[src/rtl/ahb_slave_pipe.sv]
// AHB slave front end for the AHB-to-APB bridge: window decode, request FIFO, read stall.
// Define AHB_ERR_RESP_EN to return a two-cycle AHB ERROR for out-of-window transfers.
module ahb_slave_pipe #(
    parameter int unsigned       ADDR_W      = 32,
    parameter int unsigned       DATA_W      = 32,
    parameter int unsigned       NUM_SEL     = 3,
    parameter logic [ADDR_W-1:0] BASE        = ADDR_W'(32'h8000_0000),
    parameter logic [ADDR_W-1:0] REGION_SIZE = ADDR_W'(32'h0400_0000),
    parameter int unsigned       FIFO_DEPTH  = 4
) (
    input  logic                        HCLK,
    input  logic                        HRESETn,
    input  logic                        HWRITE,
    input  logic                        HREADYin,
    input  logic [1:0]                  HTRANS,
    input  logic [ADDR_W-1:0]           HADDR,
    input  logic [DATA_W-1:0]           HWDATA,
    output logic                        HREADYout,
    output logic                        HRESP,
    output logic [DATA_W-1:0]           HRDATA,
    output logic                        req_valid,
    input  logic                        req_ready,
    output logic [ADDR_W-1:0]           req_addr,
    output logic [DATA_W-1:0]           req_wdata,
    output logic                        req_write,
    output logic [NUM_SEL-1:0]          req_sel,
    input  logic                        rsp_valid,
    input  logic [DATA_W-1:0]           rsp_rdata,
    output logic [$clog2(FIFO_DEPTH):0] fifo_level
);

    localparam int unsigned PtrW     = $clog2(FIFO_DEPTH);
    localparam int unsigned LvlW     = PtrW + 1;
    localparam int unsigned RegShift = $clog2(REGION_SIZE);
    localparam logic [ADDR_W:0] WinEnd =
        {1'b0, BASE} + ({1'b0, REGION_SIZE} * (ADDR_W + 1)'(NUM_SEL));

    typedef enum logic [2:0] {
        StIdle,
        StWdata,
        StRdWait
`ifdef AHB_ERR_RESP_EN
        ,
        StErr1,
        StErr2
`endif
    } state_e;

    state_e              state_q, state_d;
    logic [ADDR_W-1:0]   addr_q, addr_d;
    logic [NUM_SEL-1:0]  sel_q, sel_d;
    logic                rd_pend_q, rd_pend_d;
    logic [DATA_W-1:0]   hrdata_q, hrdata_d;

    logic                trans_active, in_win, full, take, hready, pop;
    logic [ADDR_W-1:0]   offs, sel_idx;
    logic [NUM_SEL-1:0]  sel_dec;
    logic [DATA_W-1:0]   rdata;

    logic                push, push_write;
    logic [ADDR_W-1:0]   push_addr;
    logic [DATA_W-1:0]   push_wdata;
    logic [NUM_SEL-1:0]  push_sel;

    logic [ADDR_W-1:0]   addr_mem  [FIFO_DEPTH];
    logic [DATA_W-1:0]   wdata_mem [FIFO_DEPTH];
    logic                write_mem [FIFO_DEPTH];
    logic [NUM_SEL-1:0]  sel_mem   [FIFO_DEPTH];
    logic [PtrW-1:0]     wr_ptr_q, rd_ptr_q;
    logic [LvlW-1:0]     level_q;

`ifdef AHB_ERR_RESP_EN
    logic resp;
`endif

    assign trans_active = (HTRANS == 2'b10) || (HTRANS == 2'b11);
    assign in_win       = ({1'b0, HADDR} >= {1'b0, BASE}) && ({1'b0, HADDR} < WinEnd);
    assign offs         = HADDR - BASE;
    assign sel_idx      = offs >> RegShift;
    assign full         = (level_q == LvlW'(FIFO_DEPTH));
    assign pop          = req_valid && req_ready;

    always_comb begin
        sel_dec = '0;
        for (int i = 0; i < int'(NUM_SEL); i++) begin
            sel_dec[i] = (sel_idx == ADDR_W'(i));
        end
    end

    always_comb begin
        state_d    = state_q;
        addr_d     = addr_q;
        sel_d      = sel_q;
        rd_pend_d  = rd_pend_q;
        hrdata_d   = hrdata_q;
        hready     = 1'b1;
        rdata      = hrdata_q;
        take       = 1'b0;
        push       = 1'b0;
        push_addr  = addr_q;
        push_wdata = HWDATA;
        push_write = 1'b1;
        push_sel   = sel_q;
`ifdef AHB_ERR_RESP_EN
        resp       = 1'b0;
`endif
        case (state_q)
            StIdle: take = 1'b1;
            StWdata: begin
                hready = !full;
                if (!full) begin
                    push    = 1'b1;
                    take    = 1'b1;
                    state_d = StIdle;
                end
            end
            StRdWait: begin
                // A read captured while the FIFO was full is pushed before any response counts
                if (rd_pend_q) begin
                    hready = 1'b0;
                    if (!full) begin
                        push       = 1'b1;
                        push_wdata = '0;
                        push_write = 1'b0;
                        rd_pend_d  = 1'b0;
                    end
                end else begin
                    hready = rsp_valid;
                    if (rsp_valid) begin
                        rdata    = rsp_rdata;
                        hrdata_d = rsp_rdata;
                        take     = 1'b1;
                        state_d  = StIdle;
                    end
                end
            end
`ifdef AHB_ERR_RESP_EN
            StErr1: begin
                hready  = 1'b0;
                resp    = 1'b1;
                state_d = StErr2;
            end
            StErr2: begin
                resp    = 1'b1;
                take    = 1'b1;
                state_d = StIdle;
            end
`endif
            default: state_d = StIdle;
        endcase

        if (take && HREADYin && trans_active) begin
            if (in_win) begin
                addr_d = HADDR;
                sel_d  = sel_dec;
                if (HWRITE) begin
                    state_d = StWdata;
                end else begin
                    state_d = StRdWait;
                    // The single push port may already carry the previous write's data
                    if (!push && !full) begin
                        push       = 1'b1;
                        push_addr  = HADDR;
                        push_wdata = '0;
                        push_write = 1'b0;
                        push_sel   = sel_dec;
                    end else begin
                        rd_pend_d = 1'b1;
                    end
                end
            end else begin
`ifdef AHB_ERR_RESP_EN
                state_d = StErr1;
`else
                state_d = StIdle;
                if (!HWRITE) hrdata_d = '0;
`endif
            end
        end
    end

    always_ff @(posedge HCLK or posedge HRESETn) begin
        if (HRESETn) begin
            state_q   <= StIdle;
            addr_q    <= '0;
            sel_q     <= '0;
            rd_pend_q <= 1'b0;
            hrdata_q  <= '0;
        end else begin
            state_q   <= state_d;
            addr_q    <= addr_d;
            sel_q     <= sel_d;
            rd_pend_q <= rd_pend_d;
            hrdata_q  <= hrdata_d;
        end
    end

    always_ff @(posedge HCLK or posedge HRESETn) begin
        if (HRESETn) begin
            for (int i = 0; i < int'(FIFO_DEPTH); i++) begin
                addr_mem[i]  <= '0;
                wdata_mem[i] <= '0;
                write_mem[i] <= 1'b0;
                sel_mem[i]   <= '0;
            end
            wr_ptr_q <= '0;
            rd_ptr_q <= '0;
            level_q  <= '0;
        end else begin
            if (push) begin
                addr_mem[wr_ptr_q]  <= push_addr;
                wdata_mem[wr_ptr_q] <= push_wdata;
                write_mem[wr_ptr_q] <= push_write;
                sel_mem[wr_ptr_q]   <= push_sel;
                wr_ptr_q            <= wr_ptr_q + PtrW'(1);
            end
            if (pop) begin
                rd_ptr_q <= rd_ptr_q + PtrW'(1);
            end
            level_q <= level_q + LvlW'(push) - LvlW'(pop);
        end
    end

    assign req_valid  = (level_q != '0);
    assign req_addr   = addr_mem[rd_ptr_q];
    assign req_wdata  = wdata_mem[rd_ptr_q];
    assign req_write  = write_mem[rd_ptr_q];
    assign req_sel    = sel_mem[rd_ptr_q];
    assign fifo_level = level_q;
    assign HREADYout  = hready;
    assign HRDATA     = rdata;
`ifdef AHB_ERR_RESP_EN
    assign HRESP      = resp;
`else
    assign HRESP      = 1'b0;
`endif

endmodule

[config.mk]
export PLATFORM = sky130hd
export DESIGN_NAME = ahb_slave_pipe
export DESIGN_NICKNAME = d
export VERILOG_FILES = /design/src/rtl/ahb_slave_pipe.sv
export SDC_FILE = /design/constraint.sdc
export NUM_CORES = 1
export LEC_CHECK = 0
export CAP_MARGIN = 20
export CELL_PAD_IN_SITES_DETAIL_PLACEMENT = 0
export CELL_PAD_IN_SITES_GLOBAL_PLACEMENT = 1
export CORE_MARGIN = 1.5
export CORE_UTILIZATION = 46
export CTS_CLUSTER_DIAMETER = 100
export CTS_CLUSTER_SIZE = 8
export DETAILED_ROUTE_END_ITERATION = 7
export GPL_TIMING_DRIVEN = 0
export MAX_ROUTING_LAYER = met4
export PLACE_DENSITY_LB_ADDON = 0.25
export SLEW_MARGIN = 15
export SYNTH_ARGS = -nofsm -noshare
export SYNTH_HDL_FRONTEND = slang
export SYNTH_SLANG_ARGS = --single-unit
[constraint.sdc]
create_clock -name HCLK -period 15.5 [get_ports HCLK]
set_clock_uncertainty 0.05 [all_clocks]
set_input_delay 1.55 -clock HCLK [delete_from_list [all_inputs] [get_ports HCLK]]
set_output_delay 1.55 -clock HCLK [all_outputs]
set_load 0.05 [all_outputs]
== Word-level counts from Yosys, hierarchy flattened ==
Index checks and enable logic that the tools add are counted.
W data, S select, Z words.

* Add/sub/neg operators: 5
* Order comparisons: 5
* Equality and inequality tests: 11
* Mux-type cells: 75
* Bitwise gates (word level): 2
* Reduce and logical (&&, ||, !) cells: 14

{| class="wikitable"
|+ Operators by type and width
! operator !! count
|-
| $mux W32 || 22
|-
| $bwmux W128 || 2
|-
| $bmux W32 S2 || 2
|-
| $demux W32 S2 || 1
|-
| $mux W3 || 12
|-
| $ge A32 B32 Y1 const B || 1
|-
| $logic_not A32 Y1 || 1
|-
| $lt A32 B32 Y1 const B || 1
|-
| $sub A32 B32 Y32 const B || 1
|-
| $mux W1 || 25
|-
| $bwmux W12 || 1
|-
| $ne A3 B3 Y1 const B || 3
|-
| $pmux W3 S3 || 1
|-
| $bmux W3 S2 || 1
|-
| $demux W3 S2 || 1
|-
| $eq A6 B1 Y1 const B || 1
|-
| $eq A6 B2 Y1 const B || 1
|-
| $ge A3 B3 Y1 const B || 2
|-
| $logic_and A1 B1 Y1 || 6
|-
| $not A2 Y3 || 2
|-
| $add A2 B1 Y2 const B || 2
|-
| $bwmux W4 || 1
|-
| $eq A2 B2 Y1 const B || 2
|-
| $pmux W1 S2 || 2
|-
| other kinds (17) || 18
|}

* Flip-flop bits (word level): 350
* Bits of input ports: 104
* Logic and storage cells: 136

== Longest topological paths before layout ==
* Word-level depth: 12
* Mapped depth: 14
* Mapped depth without buffers: 13

== Worst setup path after synthesis ==
OpenSTA, ideal clock, no wires.

* Path kind: input to output
* From: input port rsp_valid
* To: output port HRDATA[10]
* Data arrival time: 2.711 ns
* Setup slack: 11.189 ns
* Stages: 4
* Buffers on the path: 2
* Path through: and3b_1 -> buf_4 -> buf_1 -> mux2_2

* Word-level cells in the longest chain between the ends: 3

{| class="wikitable"
|+ RTL lines
! item !! line !! text
|-
| start: declaration || 27 || <nowiki>input logic rsp_valid,</nowiki>
|-
| $mux W32 || 129 || <nowiki>if (rsp_valid) begin</nowiki>
|-
| $mux W32 || 119 || <nowiki>if (rd_pend_q) begin</nowiki>
|-
| $mux W32 || 107 || <nowiki>case (state_q)</nowiki>
|-
| end: declaration || 20 || <nowiki>output logic [DATA_W-1:0] HRDATA,</nowiki>
|}

Every way passes these cells.

== Final worst setup path ==
* From: input port rsp_valid
* To: output port HRDATA[5]

The elaborated chain is that of the path after synthesis.

==> flow_metrics.env <==
export IMPL_syn_to_final_growth_pct=24.7
export IMPL_synth_simple_gate_area_share_pct=6.40
export IMPL_synth_edf_count=0
export IMPL_drc=0
export IMPL_ioPinCount=210
export IMPL_syn_cell_area_um2=16200
export IMPL_synth_fa_ha_area_share_pct=0.895
export IMPL_die_h_um=191
export IMPL_syn_inst=1146
export IMPL_synthDistinctLibCells=54
export IMPL_fin_nets=1524
export IMPL_critical_path_slowest_cell="clkdlybuf4s50_1"
export IMPL_slew_headroom_pct=34.1
export IMPL_num_rows=68
export IMPL_critPathTopFamily="buffers and inverters"
export IMPL_via_per_inst=6.39
export IMPL_grt_pass1_vias=12727
export IMPL_synth_top_family_by_area="compound AO/OA/AOI/OAI gates"
export IMPL_grt_total_usage_pct=27.0
export IMPL_ir_drop_mv=0.0744
export IMPL_via_count=11924
export IMPL_grt_pass1_wl_um=73200
export IMPL_seqCellArea_um2=8730
export IMPL_hold_class="reg -> reg"
export IMPL_clk_path_buf_depth=3
export IMPL_worstPathRequired_ns=13.90
export IMPL_routed_wl_um=46700
export IMPL_antenna_found_initial=1
export IMPL_ys_warnings_count=0
export IMPL_post_place_cells=1812
export IMPL_cts_num_sinks=349
export IMPL_outcome="finished clean"
export IMPL_gp_congestion=0.814
export IMPL_r2r_start="state_q[0]"
export IMPL_slowest_delay_ns=0.74
export IMPL_post_cts_buffers=0
export IMPL_hold_path_cell_count=1
export IMPL_cts_root_buf="clkbuf_16"
export IMPL_avgSynthCellArea_um2=14.2
export IMPL_fin_crit_ns=5.67
export IMPL_crit_cells=6
export IMPL_cts_tree="done"
export IMPL_cts_max_level=2
export IMPL_worst_slew_pin_slew_ns=0.988
export IMPL_p_leak_nw=8.55
export IMPL_setup_tns_ns=0
export IMPL_muxShareOfSynthArea_pct=14.1
export IMPL_cts_buffers=49
export IMPL_wire_per_inst_um=25.0
export IMPL_synth_compound_area_share_pct=20.1
export IMPL_synthFlopType="dfrtp_1"
export IMPL_fmax_mhz=176
export IMPL_finalSetupViolCount=0
export IMPL_initial_utilization_pct=46.8
export IMPL_utilization_pct=58.4
export IMPL_dp_hpwl_um=30600
export IMPL_portBuffers=207
export IMPL_cp_cell_sequence="clkdlybuf4s50_1 -> and3b_1 -> buf_4 -> buf_1 -> mux2_2 -> clkdlybuf4s50_1"
export IMPL_initialDrtViolationCount=781
export IMPL_rsz0062_at_grt="no"
export IMPL_core_area_um2=34600
export IMPL_startpoint="rsp_valid"
export IMPL_holdBufCountCts=0
export IMPL_die_area_um2=36400
export IMPL_dr_pass1_iters=5
export IMPL_die_w_um=191
export IMPL_synth_async_sr_flop_share_pct=100
export IMPL_worst_path_most_repeated_cell="clkdlybuf4s50_1"
export IMPL_insertion_delay_ns=0.56
export IMPL_worstPathMaxFanout=10
export IMPL_multi_input_area_um2=6780
export IMPL_worst_slack_ns=9.83
export IMPL_p_total_mw=2.59
export IMPL_grt_max_degree=114
export IMPL_cellPowerDensity_nw_per_um2=128
export IMPL_pre_cts_slack_ns=9.78
export IMPL_ctsResizeCount=0
export IMPL_fillers=2827
export IMPL_hold_viol=0
export IMPL_critPathLaunchType="input pin"
export IMPL_cp_arrival_ns=4.07
export IMPL_clk_pin_slew_ns=0.05
export IMPL_drive_gt1_share_pct=23.8
export IMPL_slew_viol_final=0
export IMPL_finalInstanceArea_um2=20200
export IMPL_synth_xor_area_share_pct=0.324
export IMPL_ant_nets=0
export IMPL_cap_violations=0
export IMPL_period_share_pct=36.6
export IMPL_synth_seq_area_share_pct=53.8
export IMPL_synth_nets=1261
export IMPL_whs_ns=0.434
export IMPL_fin_cells=1866
export IMPL_hold_start="wdata_mem[52]"
export IMPL_reg2reg_depth=14
export IMPL_path_class="in -> out"
export IMPL_dpl_cell_area_um2=19000
export IMPL_overflow=0
export IMPL_critPathCaptureType="primary output"
export IMPL_crit_buf_inv=4
export IMPL_synth_seq_cells=349
cell usage after synthesis, drive strengths merged, types with 9 or more instances:
master	count	area [um^2]
mux2	59	739
or3	106	663
o21a	31	233
buf	50	330
o221a	104	1170
nor3	12	60.1
dfrtp	349	8730
clkbuf	78	293
mux4	68	1530
inv	23	86.3
a32o	126	1260
nand2	19	71.3
a22o	21	184
ha	10	125
a221oi	9	78.8
a2bb2oi	12	105
a21o	9	67.6
layout make-up:
cell class / instances / share of cell area (%)
flip-flops and latches: 349 / 43.2
multi-input cells: 646 / 33.5
repair buffers: 212 / 10.7
clock buffers: 49 / 6.06
plain buffers: 128 / 3.08
well taps: 455 / 2.81
inverters: 23 / 0.464
clock inverters: 3 / 0.111
diodes: 1 / 0.0124
report_power, final:
group | internal [mW] | switching (mW) | total [mW]
Clock | 0.551 | 0.377 | 0.928
Combinational | 0.262 | 0.382 | 0.644
Sequential | 0.977 | 0.0453 | 1.02
kinds of logic after synthesis:
logic type      Yosys count
flops                   349
mux                     128
fa+ha+maj                11
buf+inv                 151
xor+xnor                  6
compound gates          330
simple gates            170
other cells               1
cells in the final DEF (no fill, tap or decap), drive strengths merged, types with 2 or more instances in the layout:
cell type and count:
a21o 9, a21oi 7, a221oi 9, a222oi 3, a22o 21, a2bb2oi 12, a32o 126, and2 4
buf 55, clkbuf 127, clkdlybuf4s50 207, dfrtp 349, ha 10, inv 25, mux2 59, mux4 68
nand2 19, nand2b 2, nand3b 2, nor2 5, nor2b 2, nor3 12, nor4 4, nor4b 2
o21a 31, o221a 104, o32ai 2, or3 106, or3b 2, or4 4, xnor2 5
flip-flops by register name, indices dropped and copies added (netlist names):
| name | flops |
|---|---|
| hrdata_q | 32 |
| addr_q | 32 |
| wr_ptr_q | 2 |
| wdata_mem | 128 |
| rd_pend_q | 1 |
| addr_mem | 128 |
| fifo_level | 3 |
| state_q | 2 |
| sel_mem | 12 |
| sel_q | 3 |
| rd_ptr_q | 2 |
| write_mem | 4 |
routing by layer:
| metal | up-vias | routed length, um | global-route usage, % |
|---|---|---|---|
| li1 | 5149 | - | - |
| met1 | 6244 | 19800 | 35.1 |
| met2 | 447 | 22400 | 42.5 |
| met3 | 84 | 3240 | 5.48 |
| met4 | 0 | 1220 | 8.39 |
| met5 | - | 0 | - |
worst paths after layout:
path                            endpoint  slack (ns)
setup / recovery               HRDATA[5]        9.83
min in group asynchronous    hrdata_q[7]        1.40
max in group asynchronous   addr_mem[28]       12.25
hold reg to reg            wdata_mem[52]        0.43
hold / removal             wdata_mem[52]        0.43
setup reg to reg           fifo_level[2]       12.16
Power figures use the tool's default switching activity.
